File: config.mk
export PLATFORM = sky130hd
export DESIGN_NAME = muldiv_seq_flat
export DESIGN_NICKNAME = d
export VERILOG_FILES = /design/src/rtl/muldiv_seq_if.sv /design/src/rtl/muldiv_seq.sv /design/src/flat_wrapper.sv
export SDC_FILE = /design/constraint.sdc
export NUM_CORES = 1
export LEC_CHECK = 0
export CORE_MARGIN = 2
export CORE_UTILIZATION = 50
export DETAILED_ROUTE_END_ITERATION = 10
export GPL_TIMING_DRIVEN = 0
export HOLD_SLACK_MARGIN = 0.12
export PLACE_DENSITY = 0.67
export RECOVER_POWER = 25
export REMOVE_ABC_BUFFERS = 1
export SYNTH_ARGS = -nofsm -noshare
export SYNTH_HDL_FRONTEND = slang
export SYNTH_SLANG_ARGS = --single-unit
export TNS_END_PERCENT = 10
File: constraint.sdc
create_clock -name clk -period 4.29 [get_ports clk]
set_clock_uncertainty 0.2 [all_clocks]
set_input_delay 0.6435 -clock clk [delete_from_list [all_inputs] [get_ports clk]]
set_output_delay 0.6435 -clock clk [all_outputs]
set_load 0.01 [all_outputs]
File: src/rtl/muldiv_seq_if.sv
// Request/response bundle between the execute stage and the RV32M multiply/divide sequencer.
interface muldiv_seq_if;
    logic        req_valid;
    logic        req_ready;
    logic [2:0]  req_op;
    logic [31:0] req_a;
    logic [31:0] req_b;
    logic        kill;
    logic        resp_valid;
    logic        resp_ready;
    logic [31:0] resp_data;
    logic        busy;

    // Pipeline side: issues operations and consumes results.
    modport master (
        output req_valid, req_op, req_a, req_b, kill, resp_ready,
        input  req_ready, resp_valid, resp_data, busy
    );

    // Sequencer side.
    modport slave (
        input  req_valid, req_op, req_a, req_b, kill, resp_ready,
        output req_ready, resp_valid, resp_data, busy
    );
endinterface

File: src/rtl/muldiv_seq.sv
// Iterative RV32M multiply/divide sequencer: shift-add multiply or restoring divide on
// operand magnitudes, followed by one sign-correction cycle. Result is held until consumed.
module muldiv_seq #(
    parameter int unsigned BITS_PER_CYCLE = 1
) (
    input logic         clk,
    input logic         rst_n,
    muldiv_seq_if.slave bus
);
    localparam int unsigned ITERS = 32 / BITS_PER_CYCLE;

    typedef enum logic [2:0] {StIdle, StMul, StDiv, StFix, StDone} state_e;

    state_e      r_state, w_state_next;
    logic [5:0]  r_cnt, w_cnt_next;
    logic [63:0] r_acc, w_acc_next;
    logic [31:0] r_opb, w_opb_next;
    logic [2:0]  r_op, w_op_next;
    logic        r_neg, w_neg_next;
    logic        r_resp_valid, w_resp_valid_next;
    logic [31:0] r_resp_data, w_resp_data_next;

    logic        w_accept, w_signed_a, w_signed_b, w_sa, w_sb;
    logic [31:0] w_mag_a, w_mag_b;
    logic        w_div_zero, w_div_ovf, w_special;
    logic [31:0] w_special_res;
    logic [63:0] w_mul_acc, w_div_acc, w_prod;
    logic [31:0] w_quot, w_rem, w_fix_res;

    // Kill in IDLE wins over an incoming request.
    assign w_accept   = bus.req_valid && (r_state == StIdle) && !bus.kill;
    assign w_signed_a = (bus.req_op == 3'b001) || (bus.req_op == 3'b010) ||
                        (bus.req_op == 3'b100) || (bus.req_op == 3'b110);
    assign w_signed_b = (bus.req_op == 3'b001) || (bus.req_op == 3'b100) ||
                        (bus.req_op == 3'b110);
    assign w_sa       = w_signed_a && bus.req_a[31];
    assign w_sb       = w_signed_b && bus.req_b[31];
    assign w_mag_a    = w_sa ? (32'd0 - bus.req_a) : bus.req_a;
    assign w_mag_b    = w_sb ? (32'd0 - bus.req_b) : bus.req_b;

    // Divide-by-zero and signed overflow bypass the iterations entirely.
    assign w_div_zero = bus.req_op[2] && (bus.req_b == 32'd0);
    assign w_div_ovf  = bus.req_op[2] && !bus.req_op[0] &&
                        (bus.req_a == 32'h8000_0000) && (bus.req_b == 32'hFFFF_FFFF);
    assign w_special  = w_div_zero || w_div_ovf;
    assign w_special_res = w_div_zero ? (bus.req_op[1] ? bus.req_a : 32'hFFFF_FFFF)
                                      : (bus.req_op[1] ? 32'd0 : 32'h8000_0000);

    // Shift-add multiply step: acc = {partial product hi, remaining multiplier bits}.
    always_comb begin : mul_step
        logic [63:0] v;
        logic [32:0] s;
        v = r_acc;
        s = '0;
        for (int i = 0; i < int'(BITS_PER_CYCLE); i++) begin
            s = {1'b0, v[63:32]} + {1'b0, r_opb};
            if (v[0]) v = {s, v[31:1]};
            else      v = {1'b0, v[63:1]};
        end
        w_mul_acc = v;
    end

    // Restoring divide step: acc = {partial remainder, dividend/quotient shift register}.
    always_comb begin : div_step
        logic [63:0] d;
        logic [32:0] pr;
        d  = r_acc;
        pr = '0;
        for (int i = 0; i < int'(BITS_PER_CYCLE); i++) begin
            pr = d[63:31];
            // Subtract is non-negative exactly when the 33-bit remainder >= divisor.
            if (pr >= {1'b0, r_opb}) d = {d[62:31] - r_opb, d[30:0], 1'b1};
            else                     d = {d[62:0], 1'b0};
        end
        w_div_acc = d;
    end

    // Sign correction and result selection applied in FIX.
    always_comb begin
        w_prod = r_neg ? (64'd0 - r_acc) : r_acc;
        w_quot = r_neg ? (32'd0 - r_acc[31:0]) : r_acc[31:0];
        w_rem  = r_neg ? (32'd0 - r_acc[63:32]) : r_acc[63:32];
        case (r_op)
            3'b000:                 w_fix_res = w_prod[31:0];
            3'b001, 3'b010, 3'b011: w_fix_res = w_prod[63:32];
            3'b100, 3'b101:         w_fix_res = w_quot;
            default:                w_fix_res = w_rem;
        endcase
    end

    // Next-state and datapath update; kill from any busy state overrides everything.
    always_comb begin
        w_state_next      = r_state;
        w_cnt_next        = r_cnt;
        w_acc_next        = r_acc;
        w_opb_next        = r_opb;
        w_op_next         = r_op;
        w_neg_next        = r_neg;
        w_resp_valid_next = r_resp_valid;
        w_resp_data_next  = r_resp_data;
        unique case (r_state)
            StIdle: begin
                if (w_accept) begin
                    w_op_next  = bus.req_op;
                    w_acc_next = {32'd0, w_mag_a};
                    w_opb_next = w_mag_b;
                    // Remainder takes the dividend's sign; everything else sa^sb.
                    w_neg_next = (bus.req_op[2] && bus.req_op[1]) ? w_sa : (w_sa ^ w_sb);
                    if (w_special) begin
                        w_resp_data_next = w_special_res;
                        w_state_next     = StDone;
                    end else begin
                        w_cnt_next   = 6'(ITERS - 1);
                        w_state_next = bus.req_op[2] ? StDiv : StMul;
                    end
                end
            end
            StMul, StDiv: begin
                w_acc_next = (r_state == StMul) ? w_mul_acc : w_div_acc;
                if (r_cnt == 6'd0) w_state_next = StFix;
                else               w_cnt_next   = r_cnt - 6'd1;
            end
            StFix: begin
                w_resp_data_next = w_fix_res;
                w_state_next     = StDone;
            end
            StDone: begin
                // resp_valid is registered, so it rises one edge after entering DONE.
                if (r_resp_valid && bus.resp_ready) begin
                    w_resp_valid_next = 1'b0;
                    w_state_next      = StIdle;
                end else begin
                    w_resp_valid_next = 1'b1;
                end
            end
            default: w_state_next = StIdle;
        endcase
        if (bus.kill && (r_state != StIdle)) begin
            w_state_next      = StIdle;
            w_resp_valid_next = 1'b0;
            w_cnt_next        = 6'd0;
        end
    end

    // State and datapath registers.
    always_ff @(posedge clk or negedge rst_n) begin
        if (!rst_n) begin
            r_state      <= StIdle;
            r_cnt        <= 6'd0;
            r_acc        <= 64'd0;
            r_opb        <= 32'd0;
            r_op         <= 3'd0;
            r_neg        <= 1'b0;
            r_resp_valid <= 1'b0;
            r_resp_data  <= 32'd0;
        end else begin
            r_state      <= w_state_next;
            r_cnt        <= w_cnt_next;
            r_acc        <= w_acc_next;
            r_opb        <= w_opb_next;
            r_op         <= w_op_next;
            r_neg        <= w_neg_next;
            r_resp_valid <= w_resp_valid_next;
            r_resp_data  <= w_resp_data_next;
        end
    end

    assign bus.req_ready  = (r_state == StIdle);
    assign bus.busy       = (r_state != StIdle);
    assign bus.resp_valid = r_resp_valid;
    assign bus.resp_data  = r_resp_data;
endmodule

File: src/flat_wrapper.sv
// flat-port wrapper written by rule: the top's interface ports become plain ports
module muldiv_seq_flat 
#(
    parameter int unsigned BITS_PER_CYCLE = 1
)
  (clk, rst_n, bus_req_valid, bus_req_op, bus_req_a, bus_req_b, bus_kill, bus_resp_ready, bus_req_ready, bus_resp_valid, bus_resp_data, bus_busy);
  muldiv_seq_if bus_i ();
  input logic clk;
  input logic rst_n;
  input wire logic [$bits(bus_i.req_valid)-1:0] bus_req_valid;
  input wire logic [$bits(bus_i.req_op)-1:0] bus_req_op;
  input wire logic [$bits(bus_i.req_a)-1:0] bus_req_a;
  input wire logic [$bits(bus_i.req_b)-1:0] bus_req_b;
  input wire logic [$bits(bus_i.kill)-1:0] bus_kill;
  input wire logic [$bits(bus_i.resp_ready)-1:0] bus_resp_ready;
  output wire logic [$bits(bus_i.req_ready)-1:0] bus_req_ready;
  output wire logic [$bits(bus_i.resp_valid)-1:0] bus_resp_valid;
  output wire logic [$bits(bus_i.resp_data)-1:0] bus_resp_data;
  output wire logic [$bits(bus_i.busy)-1:0] bus_busy;
  assign bus_i.req_valid = bus_req_valid;
  assign bus_i.req_op = bus_req_op;
  assign bus_i.req_a = bus_req_a;
  assign bus_i.req_b = bus_req_b;
  assign bus_i.kill = bus_kill;
  assign bus_i.resp_ready = bus_resp_ready;
  assign bus_req_ready = bus_i.req_ready;
  assign bus_resp_valid = bus_i.resp_valid;
  assign bus_resp_data = bus_i.resp_data;
  assign bus_busy = bus_i.busy;
  muldiv_seq #(.BITS_PER_CYCLE(BITS_PER_CYCLE)) u_core (.clk(clk), .rst_n(rst_n), .bus(bus_i));
endmodule
==> results of run 1 <==
synthesized netlist by cell type (all sizes together) (23+ instances only):
library cell  number
inv               71
xnor2             85
nand4             24
clkbuf           140
a21oi            168
o31ai             35
or3               23
a31oi             48
o21ai            222
nand2            256
dfrtp            142
nor3              34
xor2              91
ha                71
nand3             41
a211oi            66
a21o              25
nor2             168
through the flow:
| stage | instance area (µm²) | total power, mW | instances | setup TNS [ns] | setup WS (ns) |
|---|---|---|---|---|---|
| final | 16500 | 14.9 | 2388 | 0 | 0.0992 |
| after detailed placement | 15800 | 13.1 | 2353 | -22.91 | -0.814 |
| after global routing | 16500 | 16.2 | 2388 | 0 | 0.0157 |
| after global placement | 15500 | 12.5 | 2341 | -780.98 | -4.74 |
| after CTS | 16500 | 14.7 | 2386 | 0 | 0.0450 |
| after floorplan | 14000 | 10.0 | 1851 | -34.51 | -1.28 |
worst max-delay path, cell delays in order (launching register included):
cell and delay [ns]:
dfrtp_1 0.57, ha_2 0.50, and3_1 0.24, nand2_1 0.17
or4_1 0.66, o31a_1 0.29, o211ai_1 0.28, o32ai_4 0.25
buf_16 0.23, buf_8 0.17, nand2_1 0.09, o211ai_1 0.10
a32o_1 0.30
routing by layer:
metal / vias up / GRT usage / part of all wire
li1: 7221 / - / -
met1: 7128 / 0.421 / 0.45
met5: - / 0 / 0
met3: 67 / 0.0448 / 0.069
met4: 0 / 0.113 / 0.029
met2: 618 / 0.498 / 0.46
what timing repair did:
item                                    CTS  global route
buffers inserted                          0             2
endpoints found under the hold margin    68             0
endpoints found under the setup margin   36            27
pin swaps                                 0             1
hold buffers                              1             0
resized for setup                         2             4
how the worst min path moves through the flow:
stage                                     to  slack, ns
finish              u_core.bus.resp_data[25]       0.28
global route         u_core.bus.resp_data[1]       0.31
CTS                 u_core.bus.resp_data[25]       0.28
detailed placement  u_core.bus.resp_data[25]       0.27
global placement    u_core.bus.resp_data[18]       0.26
floorplan            u_core.bus.resp_data[0]       0.15
cells by family (layout without fill, tap and decap cells):
logic type                 after synthesis  in the layout  synth area share
buffers and inverters                  228            225            0.0612
muxes                                   21             21            0.0149
AOI/OAI and AO/OA                      710            710             0.303
adders and majority gates               74             74            0.0644
DFF                                    142            142             0.244
and+or+nand+nor                        656            656             0.207
xor gates and xnor gates               176            176             0.106
power by group through the flow:
stage	sequential [mW]	combinational [mW]	clock (mW)
2_1_floorplan	2.85	7.17	0
3_3_place_gp	3.20	9.33	0
3_5_place_dp	3.10	9.96	0
4_1_cts	3.08	10.0	1.62
5_1_grt	3.23	11.3	1.69
6_report	3.12	10.2	1.62
final cells by class:
class	instances	area, µm²	share of cell area
clock buffers	22	494	0.0300
clock inverters	10	134	0.00813
inverters	72	270	0.0164
multi-input cells	1637	10200	0.621
flip-flops and latches	142	3560	0.216
well taps	384	480	0.0292
repair buffers	121	1310	0.0795
layout by cell type, fill, tap and decap left out, types with 25 or more instances in the layout:
cell type | synthesis | routed
o31ai_1 | 34 | 34
o21ai_0 | 210 | 210
dfrtp_1 | 142 | 140
nand2_1 | 256 | 255
a21oi_1 | 168 | 167
xnor2_1 | 85 | 85
ha_1 | 71 | 70
a21o_1 | 25 | 25
inv_1 | 71 | 71
xor2_1 | 91 | 91
a31oi_1 | 48 | 48
a211oi_1 | 66 | 66
nor2_1 | 168 | 162
nor3_1 | 34 | 33
clkdlybuf4s50_1 | 0 | 104
nand3_1 | 41 | 41
sequential cells by signal (all words and copies together), names as in the netlist:
register	flops
u_core.r_state	3
u_core.r_op	3
u_core.r_neg	1
u_core.r_opb	32
u_core.bus.resp_valid	1
u_core.bus.resp_data	32
u_core.r_cnt	6
u_core.r_acc	64
==> results.md, run 1 <==
- Die height: 175 µm
- Minimum clock period: 4.19 ns
- Clock Power Share: 0.109
- CTS tree: done
- Worst setup endpoint: u_core.r_acc[37]
- Ports: 107
- Max Freq: 239 MHz
- TritonCTS buffer count: 17
- R2r setup slk: 0.1 ns
- Vias per Instance: 6.30
- Combinational Power Share: 0.682
- Failing checks: capacitance limit, slew limit
- FF+latch count, synth: 142
- Worst-path clk slew: 0.07 ns
- Final core utilization: 0.574
- Final hold slack: 0.279 ns
- # clock sinks: 142
- Starting density of the core: 0.508
- Final Hold Vio Count: 0
- Area growth, synth to finish: 13.0%
- FF-to-FF path depth: 12
- Dpl hpwl: 35400 µm
- Outcome: finished with violations
- EDFF count, synth: 0
- Switching part of the total: 0.518
- Worst Hold Path Cells: 2
- Vias in the first global route: 13800
- Max-slew violations: 70
- Core Rows: 62
- Full die area: 0.0305 mm²
- Die width: 175 µm
- Nets: 2136
- Final ANT Viol Nets: 0
- Synthesis Warnings: 0
- Synth area leaders: dfrtp_1 (24%), o21ai_0 (7.2%), nand2_1 (6.6%)
- Setup crit start: u_core.r_acc[57]
- Max-cap violations: 1
- Internal power: 7.19 mW
- CP Capture Type: register
- Register area share after synthesis: 0.244
- Hold Path Origin: u_core.bus.resp_data[25]
- Via count: 15000
- Share of layout cells above drive strength 1: 0.0434
- R2r startpoint: u_core.r_acc[57]
- DRC Markers: 0
- Pwr dens: 906 mW/mm²
- Initial DRC Count: 1161
- Worst R2R End: u_core.r_acc[37]
- CTS root buffer: clkbuf_16
- Ys flop type: dfrtp_1
- Core ar.: 0.0287 mm²
- Startpoint types: register
- GRT Total Usage: 0.309
- Crit Path Max Fanout: 25
- Congestion Overflow GR: 0
- Worst Tran Pin Value: 1.75 ns
- Cell area after synthesis: 0.0146 mm²
- Synth Instances: 2007
- GP Congestion: 0.939
- Final period utilization: 0.977
- Detailed Routing Iterations Pass 1: 8
- FFs w/ async S/R, synth: 1.00
- Leak: 6.55 nW
- Crit path kind: reg -> reg
- Req. time, crit path: 4.42 ns
- WL/cell: 19.9 µm
- Clock latency on the worst-skew pair: 0.44 ns
- NetSw: 7.73 mW
- Top-area cell type share of the netlist area: 0.244
- Count of cell types in the netlist: 76
- Pin count of the biggest net entering global routing: 75
- RSZ-0062 raised after global routing: false
- Area leader, netlist: dfrtp_1
- First-pass GRT wire length: 75500 µm
- Fillers: 2736
- Worst vdd ir: 0.408 mV
- CP Data Arrival Time: 4.32 ns
- Setup violators final: 0
- Initial antenna violation count: 0
- Worst slew margin: -0.166
- Part of the power in registers: 0.209
- Max Buffers Root-to-Sink: 2
- DRT Wirelength: 47600 µm
- Syn_area_per_cell: 7.26 µm²
- Path type of the worst min-delay path: reg -> reg
- Diodes inserted: 0
- H-tree depth: 4
- Port Buffer Count: 106
No activity file was read; power rests on OpenSTA's default activity.
==> run 2, diff against run 1 <==
Settings changed: CAP_MARGIN set to 40.
==> run 2 against run 1 <==
Compared with the run above: the run still ends with capacitance limit, slew limit left; sequential cell count unchanged; worst hold slack worse by 0.00074 ns; die area unchanged; combinational power about the same; via count decreased by 0.86%; routed wire length down 0.55%; final area rose by 0.23%; first-iteration DRC count decreased by 0.60%; power shrank 0.46%; core utilization up 0.13 points; final cell count grew 0.25%.
==> results.md, run 2 (synthesis results as in run 1) <==
- Outcome: finished with violations
- Failing checks: capacitance limit, slew limit
- First-pass GRT wire length: 75300 µm (-0.19%)
- # clock sinks: 142 (unchanged)
- GRT Total Usage: 0.308 (-0.000408)
- Nets: 2142 (+0.28%)
- Starting density of the core: 0.508 (unchanged)
- CTS tree: done
- Dpl hpwl: 35500 µm (+0.25%)
- Pin count of the biggest net entering global routing: 75 (unchanged)
- GP Congestion: 0.939 (unchanged)
- DRC Markers: 0 (unchanged)
- Setup violators final: 0 (unchanged)
- Leak: 6.57 nW (+0.38%)
- Full die area: 0.0305 mm² (unchanged)
- Minimum clock period: 4.11 ns (-0.0771 ns)
- H-tree depth: 4 (unchanged)
- Vias per Instance: 6.23 (-1.1%)
- Req. time, crit path: 4.42 ns (about the same)
- Max-cap violations: 1 (unchanged)
- Core Rows: 62 (unchanged)
- Max Buffers Root-to-Sink: 2 (unchanged)
- Most common cell after layout, fill and taps aside: nand2_1
- Final Instance Area: 0.0165 mm² (+0.23%)
- Startpoint types: register
- Final core utilization: 0.575 (+0.00131)
- Pwr dens: 900 mW/mm² (-0.68%)
- Biggest register: u_core.r_acc
- Ports: 107 (unchanged)
- DRT Wirelength: 47400 µm (-0.55%)
- Post-CTS setup buffers: 0 (unchanged)
- Final Total Pwr: 14.9 mW (-0.46%)
- Worst vdd ir: 0.360 mV (-12%)
- Max Freq: 243 MHz (+1.9%)
- Most frequent cells in the layout: nand2_1 (255), o21ai_0 (210), a21oi_1 (167)
- RSZ-0062 raised after global routing: false
- Initial DRC Count: 1154 (-0.60%)
- Worst slew margin: -0.165 (+0.00159)
- Die width: 175 µm (unchanged)
- Vias in the first global route: 13800 (-0.072%)
- Worst-path clk slew: 0.06 ns (about the same)
- Max reg flops: 64 (unchanged)
- WL/cell: 19.8 µm (-0.80%)
- Worst Tran Pin Value: 1.75 ns (-0.00238 ns)
- Dpl cell area: 0.0159 mm² (+0.50%)
- Core ar.: 0.0287 mm² (unchanged)
- Initial antenna violation count: 0 (unchanged)
- Via count: 14900 (-0.86%)
- Share of layout cells above drive strength 1: 0.0438 (+0.000368)
- CP Capture Type: register
- Diodes inserted: 0 (unchanged)
- Path type of the worst min-delay path: reg -> reg
- Area growth, synth to finish: 13.3%
- Port Buffer Count: 106 (unchanged)
- Detailed Routing Iterations Pass 1: 6 (-2)
- Max-slew violations: 70 (unchanged)
- Final period utilization: 0.959 (-0.0180)
- Crit Path Max Fanout: 25 (unchanged)
- Final ANT Viol Nets: 0 (unchanged)
- Final Hold Vio Count: 0 (unchanged)
- TritonCTS buffer count: 17 (unchanged)
- Congestion Overflow GR: 0 (unchanged)
- Die height: 175 µm (unchanged)
- CP Data Arrival Time: 4.24 ns (-0.08 ns)
- CTS root buffer: clkbuf_16
- Crit path kind: reg -> reg
- Clock latency on the worst-skew pair: 0.44 ns (about the same)
-- run 2: per-layer routing --
layer	share of wire	vias up	GRT usage
met4	0.031	0	0.113
met5	0	-	0
li1	-	7249	-
met2	0.45	585	0.498
met1	0.44	6998	0.420
met3	0.075	72	0.0461
-- run 2: stage by stage --
stage                     worst slack, ns  hold WS, ns  instances  setup TNS (ns)
after CTS                          0.0911        0.284       2394               0
after global placement              -4.74        0.264       2341         -780.98
after global routing               0.0297        0.305       2394               0
after detailed placement           -0.334        0.270       2361           -5.50
after floorplan                     -1.28        0.148       1851          -34.51
final                               0.176        0.278       2394               0
-- run 2: repair_timing --
action,CTS,global route
endpoints found under the hold margin,68,0
hold buffers,1,0
resized for setup,0,6
endpoints found under the setup margin,0,21
-- run 2: layout make-up --
| type | count | area, µm² |
|---|---|---|
| Sequential cell | 142 | 3560 |
| Clock buffer | 25 | 485 |
| Fill cell | 2763 | 12200 |
| Tap cell | 384 | 480 |
| Inverter | 72 | 270 |
| Timing Repair Buffer | 127 | 1370 |
| Multi-Input combinational cell | 1637 | 10200 |
| Clock inverter | 7 | 110 |
-- run 2: report_power, final --
group / internal, mW / switching, mW
Combinational: 4.25 / 5.92
Clock: 0.958 / 0.604
Sequential: 1.98 / 1.14
Total: 7.19 / 7.66
-- run 2: worst paths after layout --
| path | from | endpoint | slack [ns] | depth (start not counted) |
|---|---|---|---|---|
| hold reg to reg | u_core.bus.resp_data[22] | u_core.bus.resp_data[22] | 0.28 | 2 |
| hold / removal | u_core.bus.resp_data[22] | u_core.bus.resp_data[22] | 0.28 | 2 |
| min in group asynchronous | rst_n | u_core.r_acc[8] | 0.98 | 2 |
| max in group asynchronous | rst_n | u_core.r_acc[0] | 0.88 | 3 |
| setup / recovery | u_core.r_acc[57] | u_core.r_acc[37] | 0.18 | 12 |
| setup reg to reg | u_core.r_acc[57] | u_core.r_acc[37] | 0.18 | 12 |
-- run 2: worst max-delay path, stage by stage, from the launching register on --
cell and delay, ns:
dfrtp_1 0.57, ha_1 0.51, and3_1 0.26, nand2_1 0.17, or4_1 0.65, o31a_1 0.29, o211ai_1 0.24, o32ai_4 0.22
buf_8 0.23, buf_8 0.17, nand2_1 0.07, o211ai_1 0.10, a32o_1 0.30
